===== config.mk =====
export PLATFORM = sky130hd
export DESIGN_NAME = decimacao_2x
export DESIGN_NICKNAME = d
export VERILOG_FILES = /design/src/rtl/decimacao_pkg.sv /design/src/rtl/linha_buffer.sv /design/src/rtl/decimacao_2x.sv
export SDC_FILE = /design/constraint.sdc
export NUM_CORES = 1
export LEC_CHECK = 0
export CAP_MARGIN = 30
export CORE_ASPECT_RATIO = 0.7
export CORE_MARGIN = 4
export CORE_UTILIZATION = 50
export DETAILED_ROUTE_END_ITERATION = 10
export PLACE_DENSITY_LB_ADDON = 0.1
export SLEW_MARGIN = 25
export SYNTH_ARGS = -nofsm -noshare
export SYNTH_HDL_FRONTEND = slang
export SYNTH_SLANG_ARGS = --single-unit

===== constraint.sdc =====
create_clock -name clk -period 4.9 [get_ports clk]
set_input_delay 0.98 -clock clk [delete_from_list [all_inputs] [get_ports clk]]
set_output_delay 0.98 -clock clk [all_outputs]
set_load 0.01 [all_outputs]

===== src/rtl/decimacao_pkg.sv =====
// Shared constants, FSM encoding and output-register payload for the 2x decimator.
package decimacao_pkg;

    localparam int unsigned IMG_W_DEF = 160;
    localparam int unsigned IMG_H_DEF = 120;
    localparam int unsigned PIX_W     = 8;
    localparam int unsigned PAIR_W    = PIX_W + 1;
    localparam int unsigned QUAD_W    = PIX_W + 2;

    typedef enum logic [1:0] {
        ST_IDLE  = 2'd0,
        ST_RUN   = 2'd1,
        ST_DRAIN = 2'd2,
        ST_DONE  = 2'd3
    } state_e;

    typedef struct packed {
        logic             valid;
        logic [PIX_W-1:0] pixel;
    } out_reg_t;

    // Index width that stays legal for a depth of one.
    function automatic int unsigned clog2_min1(input int unsigned n);
        return (n > 1) ? $clog2(n) : 1;
    endfunction

endpackage


===== src/rtl/linha_buffer.sv =====
// Single-line store of horizontal pair sums: one write port, one asynchronous read port.
module linha_buffer
    import decimacao_pkg::*;
#(
    parameter int unsigned DEPTH  = 2,
    parameter int unsigned DATA_W = PAIR_W,
    localparam int unsigned AW    = clog2_min1(DEPTH)
) (
    input  logic              clk,
    input  logic              wr_en_i,
    input  logic [AW-1:0]     wr_addr_i,
    input  logic [DATA_W-1:0] wr_data_i,
    input  logic [AW-1:0]     rd_addr_i,
    output logic [DATA_W-1:0] rd_data_o
);

    logic [DATA_W-1:0] mem_q [DEPTH];

    always_ff @(posedge clk) begin
        if (wr_en_i) begin
            mem_q[wr_addr_i] <= wr_data_i;
        end
    end

    assign rd_data_o = mem_q[rd_addr_i];

endmodule


===== src/rtl/decimacao_2x.sv =====
// 2x raster downscaler: keeps the even/even sample, or with DECIMACAO_MEDIA_EN
// defined outputs the truncated 2x2 block average using linha_buffer.
module decimacao_2x
    import decimacao_pkg::*;
#(
    parameter int unsigned IMG_W = IMG_W_DEF,
    parameter int unsigned IMG_H = IMG_H_DEF
) (
    input  logic             clk,
    input  logic             reset,
    input  logic             start,
    input  logic [PIX_W-1:0] in_pixel,
    input  logic             in_valid,
    output logic             in_ready,
    output logic [PIX_W-1:0] out_pixel,
    output logic             out_valid,
    input  logic             out_ready,
    output logic             busy,
    output logic             done
);

    localparam int unsigned COL_W = clog2_min1(IMG_W);
    localparam int unsigned ROW_W = clog2_min1(IMG_H);

    state_e           state_q, state_d;
    logic [COL_W-1:0] col_q, col_d;
    logic [ROW_W-1:0] row_q, row_d;
    out_reg_t         out_q, out_d;
    logic             busy_q, busy_d;
    logic             done_q, done_d;

    logic             in_ready_c;
    logic             accept_c;
    logic             col_last_c;
    logic             last_c;
    logic             load_c;
    logic [PIX_W-1:0] load_pix_c;

    assign in_ready_c = (state_q == ST_RUN) && (!out_q.valid || out_ready);
    assign accept_c   = in_valid && in_ready_c;
    assign col_last_c = (col_q == COL_W'(IMG_W - 1));
    assign last_c     = col_last_c && (row_q == ROW_W'(IMG_H - 1));

`ifdef DECIMACAO_MEDIA_EN
    localparam int unsigned BUF_D  = IMG_W / 2;
    localparam int unsigned BUF_AW = clog2_min1(BUF_D);

    logic [PIX_W-1:0]  pix_even_q, pix_even_d;
    logic [PAIR_W-1:0] pair_sum_c;
    logic [PAIR_W-1:0] buf_rd_c;
    logic [QUAD_W-1:0] quad_sum_c;
    logic [BUF_AW-1:0] buf_addr_c;
    logic              buf_we_c;

    // Even rows park pair sums; odd rows complete the 2x2 sum on the odd column.
    assign pair_sum_c = PAIR_W'(pix_even_q) + PAIR_W'(in_pixel);
    assign quad_sum_c = QUAD_W'(buf_rd_c) + QUAD_W'(pair_sum_c);
    assign buf_addr_c = BUF_AW'(col_q >> 1);
    assign buf_we_c   = accept_c && !row_q[0] && col_q[0];
    assign load_c     = accept_c && row_q[0] && col_q[0];
    assign load_pix_c = PIX_W'(quad_sum_c >> 2);
    assign pix_even_d = (accept_c && !col_q[0]) ? in_pixel : pix_even_q;

    always_ff @(posedge clk or posedge reset) begin
        if (reset) begin
            pix_even_q <= '0;
        end else begin
            pix_even_q <= pix_even_d;
        end
    end

    linha_buffer #(
        .DEPTH  (BUF_D),
        .DATA_W (PAIR_W)
    ) u_linha_buffer (
        .clk       (clk),
        .wr_en_i   (buf_we_c),
        .wr_addr_i (buf_addr_c),
        .wr_data_i (pair_sum_c),
        .rd_addr_i (buf_addr_c),
        .rd_data_o (buf_rd_c)
    );
`else
    assign load_c     = accept_c && !row_q[0] && !col_q[0];
    assign load_pix_c = in_pixel;
`endif

    // State, counters, output register and status flags.
    always_ff @(posedge clk or posedge reset) begin
        if (reset) begin
            state_q <= ST_IDLE;
            col_q   <= '0;
            row_q   <= '0;
            out_q   <= '0;
            busy_q  <= 1'b0;
            done_q  <= 1'b0;
        end else begin
            state_q <= state_d;
            col_q   <= col_d;
            row_q   <= row_d;
            out_q   <= out_d;
            busy_q  <= busy_d;
            done_q  <= done_d;
        end
    end

    always_comb begin
        state_d = state_q;
        col_d   = col_q;
        row_d   = row_q;
        out_d   = out_q;
        busy_d  = 1'b0;
        done_d  = 1'b0;

        unique case (state_q)
            ST_IDLE: begin
                if (start) begin
                    state_d = ST_RUN;
                    col_d   = '0;
                    row_d   = '0;
                end
            end
            ST_RUN: begin
                if (accept_c) begin
                    if (col_last_c) begin
                        col_d = '0;
                        row_d = row_q + ROW_W'(1);
                    end else begin
                        col_d = col_q + COL_W'(1);
                    end
                    if (last_c) begin
                        state_d = ST_DRAIN;
                    end
                end
            end
            ST_DRAIN: begin
                if (!out_q.valid) begin
                    state_d = ST_DONE;
                end
            end
            ST_DONE: begin
                state_d = ST_IDLE;
            end
            default: begin
                state_d = ST_IDLE;
            end
        endcase

        // A reload in the same cycle as a consume keeps the register full.
        if (load_c) begin
            out_d.valid = 1'b1;
            out_d.pixel = load_pix_c;
        end else if (out_ready) begin
            out_d.valid = 1'b0;
        end

        busy_d = (state_d != ST_IDLE);
        done_d = (state_d == ST_DONE);
    end

    assign in_ready  = in_ready_c;
    assign out_pixel = out_q.pixel;
    assign out_valid = out_q.valid;
    assign busy      = busy_q;
    assign done      = done_q;

endmodule


==> Word level (Yosys, flattened, before mapping) <==
Index checks and enable logic that the tools add are counted.
{ "word_totals": {"reg_bits": 28, "output_inout_bits": 12} }
{ "op_classes": {"reduce_logical": 15, "n_eq_ne": 9, "add_sub_neg": 2, "muxes": 15} }
{ "op_table": {"columns": ["op", "n"], "rows": [
  ["$mux 8", 3],
  ["$mux 7", 3],
  ["$pmux 8 s2", 1],
  ["$pmux 7 s2", 1],
  ["$add 8x1->8 const B", 1],
  ["$eq 8x8->1 const B", 1],
  ["$mux 2", 4],
  ["$pmux 2 s4", 1],
  ["$add 7x1->7 const B", 1],
  ["$eq 7x7->1 const B", 1],
  ["$eq 2x2->1 const B", 3],
  ["$ne 2x2->1 const B", 3],
  ["$reduce_bool 2->1", 3],
  ["$logic_and 1x1->1", 5],
  ["$reduce_and 4->1", 1],
  ["$logic_not 1->1", 3],
  ["$reduce_and 3->1", 1],
  ["$eq 2x1->1 const B", 1],
  ["$logic_not 2->1", 1],
  ["$mux 1", 2],
  ["$logic_or 1x1->1", 1]
]} }

==> Depth between registers and ports, before layout <==
{ "depth": {"depth_word": 7, "mapped_depth": 6, "depth_no_buf": 5} }

==> Worst setup path before layout <==
Ideal clock, no wire load.
{ "synth_timing": {"path_type": "input to output", "start": "input out_ready", "end": "output in_ready", "t_required_ns": 3.920, "cell_stages": 2, "slack_ns": 2.522, "t_arrival_ns": 1.398, "path_cell_list": "nand2b_1 -> and2_1"} }
{ "synth_between": {"elab_chain_cells": 2} }
{ "synth_lines": {"columns": ["element", "line", "source"], "rows": [
  ["start, declared", "decimacao_2x.sv:17", "input logic out_ready,"],
  ["$logic_or 1x1->1", "decimacao_2x.sv:39", "assign in_ready_c = (state_q == ST_RUN) && (!out_q.valid || out_ready);"],
  ["$logic_and 1x1->1", "decimacao_2x.sv:39", null],
  ["end, declared", "decimacao_2x.sv:14", "output logic in_ready,"]
]} }
Every way passes these cells.

==> Worst setup path after layout <==
Ends and elaborated chain as after synthesis.

==> reports/metrics.cfg <==
[global_routing]
grt_overflow_total = 0
antenna_found_initial = 0
grt_use_total_pct = 16.74
grt_max_degree = 19
grt_pass1_wl_mm = 4.899
grt_pass1_vias = 1036

[yosys]
async_flop_share_pct = 100.0
synth_fa_ha_area_share_pct = 1.701
synthFlopType = dfrtp_1
netlist.area_leader.share_pct = 47.62
synth_top_family_by_area = simple AND/OR/NAND/NOR gates
synth_xor_area_share_pct = 0.5952
seq_area_frac_synth_pct = 47.62
synth-simple-area-share_pct = 22.87
synth_area_per_cell_sq_um = 11.06
yosysWarnings = 0
syn_area_sq_um = 1471
yosysTopAreaCell = dfrtp_1
syn_nets = 148
synth_common_cells = dfrtp_1, nand2_1, mux2_4
syn_inst = 133
synthMuxAreaShare_pct = 13.10
synth.distinct_cells = 41
ys_ff_latch = 28
synth_edf_count = 0
yosysMostFrequentCell = dfrtp_1
synth-compound-area-share_pct = 10.88
synth_area_leaders = dfrtp_1, mux2_4, mux2i_1, nand2_1, nand2b_1

[sta]
rsz0062_at_grt = no
skew_ns = 0.006014
tightestPinTransition_ns = 0.8043
max_slew_margin_pct = 46.21
drv_slew = 0
hold_violations = 0
fin_setup_tns_ns = 0
min_period_ns = 3.330
fmax_mhz = 300.3
setup_viol = 0
final.period_utilization_pct = 67.95

[clocking]
cts_setup_buffers = 0
cts_htree_levels = 1
clock_path_buffers = 2
cts-buffers-inserted = 3
clockRootBuffer = clkbuf_8
clk_pin_slew_ns = 0.09
numClockSinks = 28
clkLatencyLatePin_ns = 0.27
cts_hold_buffers = 0
ctsResizeCount = 0
cts_tree = built

[die]
rows = 16
die_h_um = 53.39
pin_count = 25
initial_core_util_pct = 52.50
die_x_um = 72.84
core_sq_um = 2803
die_area_sq_um = 3889

[outcome]
outcome = completed

[place]
gp_congestion = 0.8319
io_buffers = 24
dpl.hpwl_mm = 2.207
placed_area_sq_um = 1748

[route]
drt_iter0_drc = 119
vias_per_cell = 5.785
drt_pass1_iterations = 4
drt_drc_violations_left = 0
vias = 1105
ant_nets = 0
wl_per_cell_um = 15.59
drt-total-wl_mm = 2.978

[min_path]
whs_path_depth = 1
hp-class = reg -> reg
min-delay-start = out_valid$_DFFE_PP0P_

[power_and_ir_drop]
p_int_uw = 535.6
ir_drop_v = 0.0002268
p_clk_share_pct = 15.5
power_density_nw_per_um2 = 436.8
p_total_uw = 781.5
power.leakage_nw = 0.7538
pwr-share-seq_pct = 46.1
sw_frac_of_total_pct = 31.47
switching_power_uw = 245.9
p_comb_share_pct = 38.3

[setup_path]
cp_max_fo = 6
reg2reg_depth = 4
reg2reg_slack_ns = 2.85
critPathKind = in -> out
start_kind = input pin
timing.rr.start = state_q[1]$_DFF_PP0_
critPathArrivalTime_ns = 2.35
worstSetupStartpoint = out_ready
cp-end-kind = output pin
crit_required_ns = 3.92
endpoint = in_ready
worst_r2r_endpoint = out_pixel[0]$_DFFE_PP0P_

[layout]
final_area_sq_um = 1789
area_delta_synth_final_pct = 21.60
diodes = 0
multi_input_area_sq_um = 723.2
fillCellCount = 240
regArea_sq_um = 700.7
layout-drive-gt1-share_pct = 13.55
final_core_util_pct = 63.84
num-nets-final = 172

[flow_run]
cap_violations = 0

-- power by group through the flow --
stage | logic, mW | clock network (mW) | registers, mW
final | 0.300 | 0.121 | 0.360
after global routing | 0.328 | 0.135 | 0.370
after CTS | 0.304 | 0.126 | 0.359
after detailed placement | 0.301 | 0 | 0.364
after global placement | 0.291 | 0 | 0.359
after floorplan | 0.169 | 0 | 0.368
-- cell families (layout without fill, tap and decap cells) --
logic type               Yosys count  in the layout
XOR/XNOR                           1              1
buffers and inverters              9             31
flip-flops                        28             28
AND/OR/NAND/NOR                   57             57
AO/OA/AOI/OAI                     21             21
adder cells (fa/ha/maj)            2              2
multiplexers                      15             15
-- cell type report --
| cell class | count | area share [%] |
|---|---|---|
| Sequential cell | 28 | 39.16 |
| Multi-Input combinational cell | 96 | 40.42 |
| Tap cell | 36 | 2.517 |
| Timing Repair Buffer | 25 | 14.97 |
| Inverter | 3 | 0.6294 |
| Clock buffer | 3 | 2.308 |
-- cells in the final DEF, fill, tap and decap left out, types with 2 or more instances in the layout --
cell type and count:
and2_1 2, clkdlybuf4s50_1 24, and4_1 2, inv_1 3, or4_1 2, mux2_2 2
nand4_1 2, dfrtp_1 28, nand2_1 13, a31oi_2 2, nand3b_1 2, a21oi_1 5
a31o_2 2, clkbuf_8 3, nand2b_1 7, mux2i_1 5, nor2_1 6, o31ai_1 5
mux2_4 8, nor3_1 3, nor4_1 4, nand3_1 6, ha_1 2
-- routing by layer --
metal / vias up / GRT usage [%] / wire, um
met5: - / 0 / 0
met4: 0 / 6.135 / 23
met3: 2 / 3.605 / 204
met2: 42 / 23.95 / 1279
met1: 528 / 24.50 / 1471
li1: 533 / - / -
-- worst max-delay path: stages --
cell and delay [ns]:
clkdlybuf4s50_1 0.45, nand2b_1 0.23, and2_1 0.16, clkdlybuf4s50_1 0.53
-- registers in the layout, indices dropped and copies added, names as in the netlist --
register   cells
done           1
row_q          7
col_q          8
out_pixel      8
state_q        2
busy           1
out_valid      1
-- metrics by stage --
step | hold slack, ns | setup WS, ns | cells
after detailed placement | 0.4825 | 1.581 | 188
after global placement | 0.4844 | 1.601 | 187
after global routing | 0.5281 | 1.487 | 191
final | 0.4861 | 1.570 | 191
after floorplan | 0.5036 | 2.522 | 133
after CTS | 0.4953 | 1.566 | 191
-- worst min-delay path by stage --
| stage | end | slack [ns] |
|---|---|---|
| floorplan | done$_DFF_PP0_ | 0.50 |
| global placement | done$_DFF_PP0_ | 0.48 |
| detailed placement | done$_DFF_PP0_ | 0.48 |
| CTS | done$_DFF_PP0_ | 0.50 |
| global route | out_pixel[5]$_DFFE_PP0P_ | 0.53 |
| finish | done$_DFF_PP0_ | 0.49 |
Note: power is estimated with default switching activity, not from simulation.
